[src/rtl/ps2_rx_controller.sv]
// PS/2 device-to-host receiver.
// Synchronizes the PS/2 clock and data lines, detects falling clock edges,
// assembles 11-bit frames (start, 8 data bits LSB-first, odd parity, stop),
// validates them and hands good scan bytes to a consumer through a
// one-entry data/data_valid holding register with overrun detection.
module ps2_rx_controller #(
  parameter int TIMEOUT_CYCLES = 5000,
  parameter int SYNC_STAGES    = 2
) (
  input  logic        clk,
  input  logic        reset,
  input  logic        ps2_clk,
  input  logic        ps2_data,
  input  logic        rd_ready,
  output logic [7:0]  data,
  output logic        data_valid,
  output logic [10:0] frame_out,
  output logic        busy,
  output logic        frame_error,
  output logic        parity_error,
  output logic        overrun
);

  localparam int TO_W = $clog2(TIMEOUT_CYCLES + 1);
  localparam logic [TO_W-1:0] TO_MAX = TO_W'(TIMEOUT_CYCLES);
  localparam logic [TO_W-1:0] TO_ONE = TO_W'(1);

  typedef enum logic [1:0] {
    IDLE  = 2'd0,
    RECV  = 2'd1,
    CHECK = 2'd2
  } state_t;

  // Synchronizer chains and edge-detect history.
  logic [SYNC_STAGES-1:0] clk_sync_q;
  logic [SYNC_STAGES-1:0] data_sync_q;
  logic                   prev_clk_q;

  // Receiver state.
  state_t          state_q;
  logic [3:0]      bit_cnt_q;
  logic [10:0]     shift_q;
  logic [TO_W-1:0] to_cnt_q;

  // Registered outputs.
  logic [7:0]  data_q;
  logic        data_valid_q;
  logic [10:0] frame_out_q;
  logic        busy_q;
  logic        frame_error_q;
  logic        parity_error_q;
  logic        overrun_q;

  // Decoded signals.
  logic ps2_clk_s;
  logic ps2_data_s;
  logic edge_evt;
  logic stop_bad;
  logic parity_bad;

  // Bring both PS/2 lines into the clk domain; idle level of the bus is 1.
  always_ff @(posedge clk) begin
    // NOTE: every clocked assignment is non-blocking so that all registers
    // sample their inputs from the same edge and simulation matches hardware.
    if (reset) begin
      clk_sync_q  <= '1;
      data_sync_q <= '1;
      prev_clk_q  <= 1'b1;
    end else begin
      clk_sync_q[0]  <= ps2_clk;
      data_sync_q[0] <= ps2_data;
      for (int i = 1; i < SYNC_STAGES; i++) begin
        clk_sync_q[i]  <= clk_sync_q[i-1];
        data_sync_q[i] <= data_sync_q[i-1];
      end
      prev_clk_q <= clk_sync_q[SYNC_STAGES-1];
    end
  end

  assign ps2_clk_s  = clk_sync_q[SYNC_STAGES-1];
  assign ps2_data_s = data_sync_q[SYNC_STAGES-1];

  // Falling-edge detection and frame validity decode from the shift register.
  always_comb begin
    // NOTE: every always_comb output gets a default before any branch, so no
    // path can leave it unassigned and infer a latch.
    edge_evt   = 1'b0;
    stop_bad   = 1'b0;
    parity_bad = 1'b0;
    edge_evt   = prev_clk_q & ~ps2_clk_s;
    stop_bad   = ~shift_q[10];
    // Odd parity: data plus parity bit must hold an odd number of ones.
    parity_bad = ~(^shift_q[9:1]);
  end

  // Receiver FSM with registered outputs, holding register and flag pulses.
  always_ff @(posedge clk) begin
    if (reset) begin
      state_q        <= IDLE;
      bit_cnt_q      <= 4'd0;
      shift_q        <= 11'h7FF;
      to_cnt_q       <= '0;
      data_q         <= 8'h00;
      data_valid_q   <= 1'b0;
      frame_out_q    <= 11'h7FF;
      busy_q         <= 1'b0;
      frame_error_q  <= 1'b0;
      parity_error_q <= 1'b0;
      overrun_q      <= 1'b0;
    end else begin
      // Flags are single-cycle pulses unless re-asserted below.
      frame_error_q  <= 1'b0;
      parity_error_q <= 1'b0;
      overrun_q      <= 1'b0;

      // Consumer handshake; a reload in CHECK overrides this clear.
      if (data_valid_q && rd_ready) begin
        data_valid_q <= 1'b0;
      end

      case (state_q)
        IDLE: begin
          to_cnt_q <= '0;
          // A high data bit on a falling edge is line noise, not a start bit.
          if (edge_evt && !ps2_data_s) begin
            shift_q[0] <= 1'b0;
            bit_cnt_q  <= 4'd1;
            state_q    <= RECV;
            busy_q     <= 1'b1;
          end
        end

        RECV: begin
          if (edge_evt) begin
            shift_q[bit_cnt_q] <= ps2_data_s;
            to_cnt_q           <= '0;
            if (bit_cnt_q == 4'd10) begin
              bit_cnt_q <= 4'd0;
              state_q   <= CHECK;
            end else begin
              bit_cnt_q <= bit_cnt_q + 4'd1;
            end
          end else if (to_cnt_q == TO_MAX) begin
            // Device stopped clocking mid-frame: drop the partial frame.
            frame_error_q <= 1'b1;
            bit_cnt_q     <= 4'd0;
            to_cnt_q      <= '0;
            state_q       <= IDLE;
            busy_q        <= 1'b0;
          end else begin
            to_cnt_q <= to_cnt_q + TO_ONE;
          end
        end

        CHECK: begin
          // Edge events here are ignored; the line is between frames.
          frame_out_q <= shift_q;
          state_q     <= IDLE;
          busy_q      <= 1'b0;
          if (stop_bad) begin
            frame_error_q <= 1'b1;
          end else if (parity_bad) begin
            parity_error_q <= 1'b1;
          end else if (!data_valid_q || rd_ready) begin
            data_q       <= shift_q[8:1];
            data_valid_q <= 1'b1;
          end else begin
            overrun_q <= 1'b1;
          end
        end

        default: begin
          state_q   <= IDLE;
          bit_cnt_q <= 4'd0;
          busy_q    <= 1'b0;
        end
      endcase
    end
  end

  assign data         = data_q;
  assign data_valid   = data_valid_q;
  assign frame_out    = frame_out_q;
  assign busy         = busy_q;
  assign frame_error  = frame_error_q;
  assign parity_error = parity_error_q;
  assign overrun      = overrun_q;

endmodule

[config.mk]
export PLATFORM = sky130hd
export DESIGN_NAME = ps2_rx_controller
export DESIGN_NICKNAME = d
export VERILOG_FILES = /design/src/rtl/ps2_rx_controller.sv
export SDC_FILE = /design/constraint.sdc
export NUM_CORES = 1
export LEC_CHECK = 0
export ABC_AREA = 0
export CAP_MARGIN = 10
export CORE_MARGIN = 5
export CORE_UTILIZATION = 56
export CTS_CLUSTER_DIAMETER = 30
export DETAILED_ROUTE_END_ITERATION = 8
export GPL_ROUTABILITY_DRIVEN = 1
export PLACE_DENSITY = 0.77
export SYNTH_ARGS = -nofsm -noshare
export SYNTH_HDL_FRONTEND = slang
export SYNTH_SLANG_ARGS = --single-unit
export TNS_END_PERCENT = 5
[constraint.sdc]
create_clock -name clk -period 2.25 [get_ports clk]
set_input_delay 0.45 -clock clk [delete_from_list [all_inputs] [get_ports clk]]
set_output_delay 0.45 -clock clk [all_outputs]
set_load 0.03 [all_outputs]
Word-level counts from Yosys, hierarchy flattened
Cells that the tools add are included.
{"block": "totals", "regBits": 59, "output_inout_bits": 24}
{"block": "classes", "add_sub_neg": 2, "magnitude_cmp": 2, "eq_ne": 10, "mux": 34, "bitwise": 5, "reduce_logical": 17}
{"cell": "13-bit 2-to-1 mux", "n": 2}
{"cell": "13-bit case mux with 2 select lines", "n": 1}
{"cell": "1-bit 2-to-1 mux", "n": 16}
{"cell": "4-bit 2-to-1 mux", "n": 4}
{"cell": "13-bit by 1-bit adder with 13-bit output (second input constant)", "n": 1}
{"cell": "13-bit == test (second input constant)", "n": 1}
{"cell": "4-bit case mux with 3 select lines", "n": 1}
{"cell": "3-bit AND reduction", "n": 4}
{"cell": "11-bit bitwise mux", "n": 1}
{"cell": "9-bit parity", "n": 1}
{"cell": "2-bit 2-to-1 mux", "n": 4}
{"cell": "2-bit inequality test (second input constant)", "n": 4}
{"cell": "3-bit inequality test (second input constant)", "n": 2}
{"cell": "1-bit case mux with 2 select lines", "n": 3}
{"cell": "4-bit by 5-bit < comparator with 1-bit output (second input constant)", "n": 1}
{"cell": "4-bit by 1-bit adder with 4-bit output (second input constant)", "n": 1}
{"cell": "1-bit demux with 4-bit select", "n": 1}
{"cell": "4-bit == test (second input constant)", "n": 1}
{"cell": "4-bit by 1-bit >= comparator with 1-bit output (second input constant)", "n": 1}
{"cell": "1-bit NOT", "n": 4}
{"cell": "2-bit case mux with 2 select lines", "n": 1}
{"cell": "4-bit AND reduction", "n": 1}
{"cell": "4-bit OR reduction", "n": 1}
{"cell": "1-bit logical AND", "n": 3}
{"cell": "9 further kinds", "n": 10}

Longest topological paths before layout
Gate-level depths: netlist of the first run.
{"block": "logic_depth", "word_depth": 7, "mapped_depth": 8, "mapped_depth_nobuf": 7}

Least setup slack after synthesis of the first run
Ideal clock, no wire load.
{"block": "synth_path", "path_type": "flip-flop to flip-flop", "from": "register to_cnt_q[5]", "to": "register bit_cnt_q[2]", "arrival_ns": 2.000, "path_slack_ns": 0.180, "path_stages_with_launch": 6, "synth_period_minus_slack_ns": 2.070, "cell_sequence": "dfxtp_1 > or4b_4 > nor4_4 > o211ai_2 > or4_1 > a21oi_1"}
{"block": "synth_between", "elab_chain_cells": 3}
{"element": "start: declaration", "line": "43", "text": "logic [TO_W-1:0] to_cnt_q;"}
{"element": "start signal: assignment", "line": "151", "text": "to_cnt_q <= to_cnt_q + TO_ONE;"}
{"element": "13-bit == test", "line": "143", "text": "end else if (to_cnt_q == TO_MAX) begin"}
{"element": "3-bit inequality test (no source line)"}
{"element": "3-bit AND reduction (no source line)"}
{"element": "end signal: assignment", "line": "141", "text": "bit_cnt_q <= bit_cnt_q + 4'd1;"}
{"element": "end: declaration", "line": "41", "text": "logic [3:0] bit_cnt_q;"}
Every way passes these cells.
A chain may end at the register's enable or synchronous reset.

Worst setup path in the final report of the first run
Same ends and word-level chain as after synthesis.

==> impl_results.md, run 1 <==
- Synth warn: 0
- Setup Skew: 0.01284 ns
- Slew headroom: 0.6894
- Global-route wire length before repair: 9.867 mm
- Syn Area/Cell: 9.492 µm²
- CP arrival: ~2.3 ns
- Routability Congestion: 0.8480
- Cts repair resizes: 0
- Crit path buf inv count: 0
- Top post-synthesis cells by count: dfxtp_1, nand2_1, nor2_1, mux2i_1, o21ai_0
- VDD IR-drop max: between 0.6 and 0.7 mV
- Clock slew seen by the registers of the worst setup and hold paths: 0.07 ns
- Logic depth of the worst path, buffers included: 5
- Final worst path period share: 0.9027
- # rows: 25
- DRT antenna net count: 0
- EDFF count, synth: 0
- Synth Net Count: 293
- Worst setup path endpoint: bit_cnt_q[2]
- Synth area leader: dfxtp_1
- Worst R2R Path Depth: 5
- Synth unique cells: 44
- FF-to-FF End: bit_cnt_q[2]
- Pwr dens: 755.5 nW/µm²
- Status: finished, final reports clean
- Seq/Total Area, Yosys: 0.4397
- Hold_ws: 0.4141 ns
- Area grow syn2layout: 21.05%
- Post-CTS setup buffers: 0
- Wire per inst: 15.00 µm
- Worst setup EP type: flip-flop
- Static Leak: between 1 and 1.5 nW
- Core Area: 4692 µm²
- Length of the first detailed-routing pass in iterations: 5
- GRT overflow: 0
- Initial Utilization: 0.5725
- Required @ worst endpoint: about 2.5 ns
- Final setup viols: 0
- Syn Inst Count: 283
- Inserted Diodes: 0
- Fin. max-slew vios: 0
- Vias per cell: 5.582
- Hold Vio Cnt, Final: 0
- Routed WL: 5.699 mm
- Share of the synthesized area in the top cell type: 0.4397
- Worst Setup SP: to_cnt_q[5]
- Flops & latches, synth: between 50 and 60
- I/O Buffers: 28
- # DRC: 0
- Later-pin clock latency in the skew report: 0.35 ns
- DP Wirelength: 3.885 mm
- CTS tree: done
- Ys async rst share: 0
- Longest Clk Path Bufs: 2
- Die W: 79.26 µm
- Type of origin of the critical path: flip-flop
- Hold_buf cts: 0
- Proportion of layout cells with a drive suffix above 1: 0.1411
- Sink Count: just under 60
- HP Class: flip-flop to flip-flop
- Clock tree root driver cell: clkbuf_8
- Drt first-iter violations: 122
- Reg-to-reg startpoint: to_cnt_q[5]
- H-tree Lvls: 3
- WS Path Type: flip-flop to flip-flop
- Vias in the first global route: roughly 2100
- Max Clk Rate: 492.3 MHz
- Nets@finish: 331
- Die height: 79.26 µm
- Initial antenna violation count: 0
- Post-synthesis cell area: 2686 µm²
- Top delay family on crit path: simple AND/OR/NAND/NOR gates
- Via count: 2121
- Most frequent cell after synthesis: dfxtp_1
- Largest net degree at the start of global routing: 27
- Die ar.: between 6000 and 7000 µm²
- Ranking of synthesized cells by area: dfxtp_1, mux2i_1, nand2_1, nor2_1, clkbuf_8
- Slowest stage delay, CP: 0.56 ns
- Worst-margin pin slew: ~0.46 ns
- Worst-path fanout max: 8
- # fillers: 377
- # IOs: 29
- Max_cap viols: 0
- Crit path max-delay cell type: or4b_4
- Most used DFF post-synth: dfxtp_1
- TritonCTS buffer count: 9
- RSZ-0062 raised after global routing: no
- Flop2flop setup slack: ~0.22 ns
- GRT Util Overall: 0.2046
- Post-layout minimum cycle time: 2.031 ns
- TNS Setup: 0 ns
- Worst path cell trace: or4b_4 -> nor4_4 -> o211ai_2 -> or4_1 -> a21oi_1
where the power goes:
part / total (mW) / internal, mW / switching [mW]
registers: 1.08 / 1.06 / 0.0190
logic: 0.175 / 0.0739 / 0.101
clock network: 1.20 / 0.745 / 0.458
worst min-delay path by stage:
stage,startpoint,to,cells after the start
final,clk_sync_q[0],clk_sync_q[1],1
after global routing,clk_sync_q[0],clk_sync_q[1],1
after CTS,clk_sync_q[0],clk_sync_q[1],1
after detailed placement,clk_sync_q[0],clk_sync_q[1],1
after global placement,clk_sync_q[0],clk_sync_q[1],1
after floorplan,clk_sync_q[0],clk_sync_q[1],1
sequential cells by signal, indices dropped and copies added (netlist names), 2 cells and up:
register and count:
to_cnt_q 13, frame_out 11, shift_q 11, data 8
bit_cnt_q 4, clk_sync_q 2, data_sync_q 2, state_q 2
cells in the final DEF (no fill, tap or decap), types with 3 or more instances in the layout:
| master | n |
|---|---|
| nor2_1 | 29 |
| a21oi_1 | 12 |
| or2b_2 | 4 |
| clkdlybuf4s50_1 | 28 |
| nand4_1 | 3 |
| clkbuf_8 | 9 |
| dfxtp_1 | 59 |
| o21ai_0 | 14 |
| xnor2_1 | 8 |
| nand2_1 | 31 |
| o211ai_1 | 3 |
| bufinv_16 | 3 |
| or3_1 | 3 |
| nor3_1 | 7 |
| nor4_1 | 4 |
| or2_2 | 8 |
| nor3b_1 | 4 |
| nand3_1 | 6 |
| nand2b_1 | 5 |
| xor2_1 | 6 |
| ha_1 | 5 |
| buf_4 | 11 |
| inv_1 | 9 |
| mux2i_1 | 28 |
metrics by stage:
step / instances / area (µm²) / setup slack (ns) / utilization / power, mW
after floorplan: 283 / 2686 / 0.1800 / - / 1.236
after global placement: 364 / 3004 / 0.2745 / 0.6403 / 1.272
after detailed placement: 364 / 3004 / 0.2346 / 0.6403 / 1.277
after CTS: 380 / 3252 / 0.2188 / 0.6931 / 2.481
after global routing: 380 / 3252 / 0.1418 / 0.6931 / 2.559
final: 380 / 3252 / 0.2189 / 0.6931 / 2.457
per-layer routing:
| metal | global-route usage | part of all wire | vias up |
|---|---|---|---|
| li1 | - | - | 1050 |
| met1 | 0.2309 | 0.44 | 992 |
| met2 | 0.3342 | 0.48 | 59 |
| met3 | 0.05556 | 0.041 | 20 |
| met4 | 0.1409 | 0.042 | 0 |
| met5 | 0 | 0 | - |
cell families (layout without fill, tap and decap cells):
group                    count (synthesis)  in the layout  synth area share
multiplexers                            29             29            0.1095
adder cells (fa/ha/maj)                  5              5           0.02329
AND/OR/NAND/NOR                        116            116            0.2273
buffers and inverters                   21             64           0.05449
XOR/XNOR                                16             16           0.06241
AO/OA/AOI/OAI                           37             37           0.08338
flip-flops                              59             59            0.4397
layout make-up:
cell class | instances | area [µm²] | area share
Clock inverter | 7 | 123.9 | 0.03809
Clock buffer | 9 | 123.9 | 0.03809
Sequential cell | 59 | 1181 | 0.3632
Multi-Input combinational cell | 203 | 1359 | 0.4179
Timing Repair Buffer | 39 | 362.8 | 0.1116
Inverter | 9 | 33.78 | 0.01039
Tap cell | 54 | 67.56 | 0.02078
(Power assumes the default switching activity.)
==> run 2: changes to the inputs <==
CTS_BUF_LIST = sky130_fd_sc_hd__clkbuf_16   (was not set)
==> impl_results.md, run 2 (synthesis gave the netlist of run 1 again) <==
- Status: finished, final reports clean
- Post-CTS setup buffers: 0
- Largest net degree at the start of global routing: 27
- Core Area: 4692 µm²
- Nets@finish: 331
- Sink Count: 59
- Hold_buf cts: 0
- Most frequent cells in the layout: dfxtp_1, nand2_1, nor2_1
- Routed WL: 5.854 mm
- DP Wirelength: 3.885 mm
- Comb pwr share: 0.061
- Register Area: 1181 µm²
- Initial antenna violation count: 0
- WHS Path Cells: 1
- Worst setup EP type: flip-flop
- Flop2flop setup slack: 0.22 ns
- # DRC: 0
- CP arrival: 2.29 ns
- P_int: 2.227 mW
- # IOs: 29
- Area grow syn2layout: 24.83%
- Cts repair resizes: 0
- Hold Path End: clk_sync_q[1]
- Die height: ~80 µm
- Setup Skew: 0.006710 ns
- Static Leak: 1.288 nW
- Longest Clk Path Bufs: 2
- Hold Vio Cnt, Final: 0
- Commonest non-fill, non-tap cell in the layout: dfxtp_1
- Net Sw Frac: 0.2228
- Drt first-iter violations: about 130
- Wire per inst: roughly 15 µm
- Hold_ws: 0.4102 ns
- Proportion of layout cells with a drive suffix above 1: 0.1411
- Worst Hold Launch: clk_sync_q[0]
- Post-layout minimum cycle time: 2.030 ns
- Reg-to-reg startpoint: to_cnt_q[5]
- Vias in the first global route: about 2100
- Initial Utilization: 0.5725
- Vias per cell: 5.566
- Worst R2R Path Depth: 5
- H-tree Lvls: 3
- Pwr dens: around 850 nW/µm²
- Via count: 2115
- Worst-margin pin slew: 0.4485 ns
- Worst-path fanout max: 8
- Die ar.: 6282 µm²
- # fillers: 352
- Max_cap viols: 0
- Max FFs per register: 13
- FF-to-FF End: bit_cnt_q[2]
- Required @ worst endpoint: 2.51 ns
- Total power draw: 2.865 mW
- Clock tree root driver cell: clkbuf_16
- VDD IR-drop max: 0.7190 mV
- TNS Setup: 0 ns
- Global-route wire length before repair: ~10 mm
- Routability Congestion: 0.8480
- Fin. max-slew vios: 0
- Clock slew seen by the registers of the worst setup and hold paths: 0.05 ns
- Final worst path period share: 0.9021
- TritonCTS buffer count: 9
- Biggest register: to_cnt_q
- Length of the first detailed-routing pass in iterations: 4
- CTS tree: done
- # rows: 25
- Slew headroom: 0.6999
- Die W: 79.26 µm
- Inserted Diodes: 0
- Clock power frac: 0.561
- GRT Util Overall: 0.2062
- Final core utilization: 0.7147
- Final setup viols: 0
- Max Clk Rate: 492.7 MHz
- RSZ-0062 raised after global routing: no
- Type of origin of the critical path: flip-flop
- WS Path Type: flip-flop to flip-flop
- Multi-input logic area: between 1000 and 1500 µm²
- Sequential power share: 0.377
- P_sw: ~0.64 mW
- I/O Buffers: 28
- HP Class: flip-flop to flip-flop
- GRT overflow: 0
- DRT antenna net count: 0
- Later-pin clock latency in the skew report: 0.33 ns
run 2: cell count changes in the layout (fill, tap and decap cells not counted):
cell	previous run	this run
clkbuf_16	0	9
clkbuf_8	9	0
run 2: metrics by stage:
| stage | instance area (µm²) | setup slack [ns] | std cells |
|---|---|---|---|
| floorplan | 2686 | 0.1800 | 283 |
| global placement | 3004 | 0.2745 | 364 |
| detailed placement | 3004 | 0.2346 | 364 |
| CTS | 3353 | 0.2204 | 380 |
| global route | 3353 | 0.1475 | 380 |
| finish | 3353 | 0.2204 | 380 |
run 2: worst max-delay path by stage:
stage | start | to | slack, ns
CTS | to_cnt_q[5] | bit_cnt_q[2] | 0.22
detailed placement | to_cnt_q[5] | bit_cnt_q[2] | 0.23
global route | to_cnt_q[0] | to_cnt_q[5] | 0.15
floorplan | to_cnt_q[5] | bit_cnt_q[2] | 0.18
finish | to_cnt_q[5] | bit_cnt_q[2] | 0.22
global placement | to_cnt_q[5] | bit_cnt_q[2] | 0.27
run 2: cell type report:
| cell class | count | share of cell area |
|---|---|---|
| flip-flops and latches | 59 | 0.3522 |
| multi-input cells | 203 | 0.4052 |
| repair buffers | 39 | 0.1082 |
| clock inverters | 7 | 0.03694 |
| inverters | 9 | 0.01007 |
| well taps | 54 | 0.02015 |
| clock buffers | 9 | 0.06716 |
run 2: power by group through the flow:
stage	combinational (mW)	sequential [mW]	clock [mW]
2_1_floorplan	0.138	1.10	0
3_3_place_gp	0.169	1.10	0
3_5_place_dp	0.172	1.10	0
4_1_cts	0.175	1.08	1.62
5_1_grt	0.194	1.08	1.68
6_report	0.175	1.08	1.61
run 2: per-layer routing:
layer	part of all wire	up-vias	global-route usage
met1	0.45	998	0.2392
met3	0.032	21	0.04875
met4	0.034	0	0.1271
li1	-	1053	-
met2	0.48	43	0.3418
met5	0	-	0
run 2: worst max-delay path, stage by stage (launching register included):
cell and delay (ns):
dfxtp_1 0.34, or4b_4 0.56, nor4_4 0.32, o211ai_2 0.19, or4_1 0.43, a21oi_1 0.12
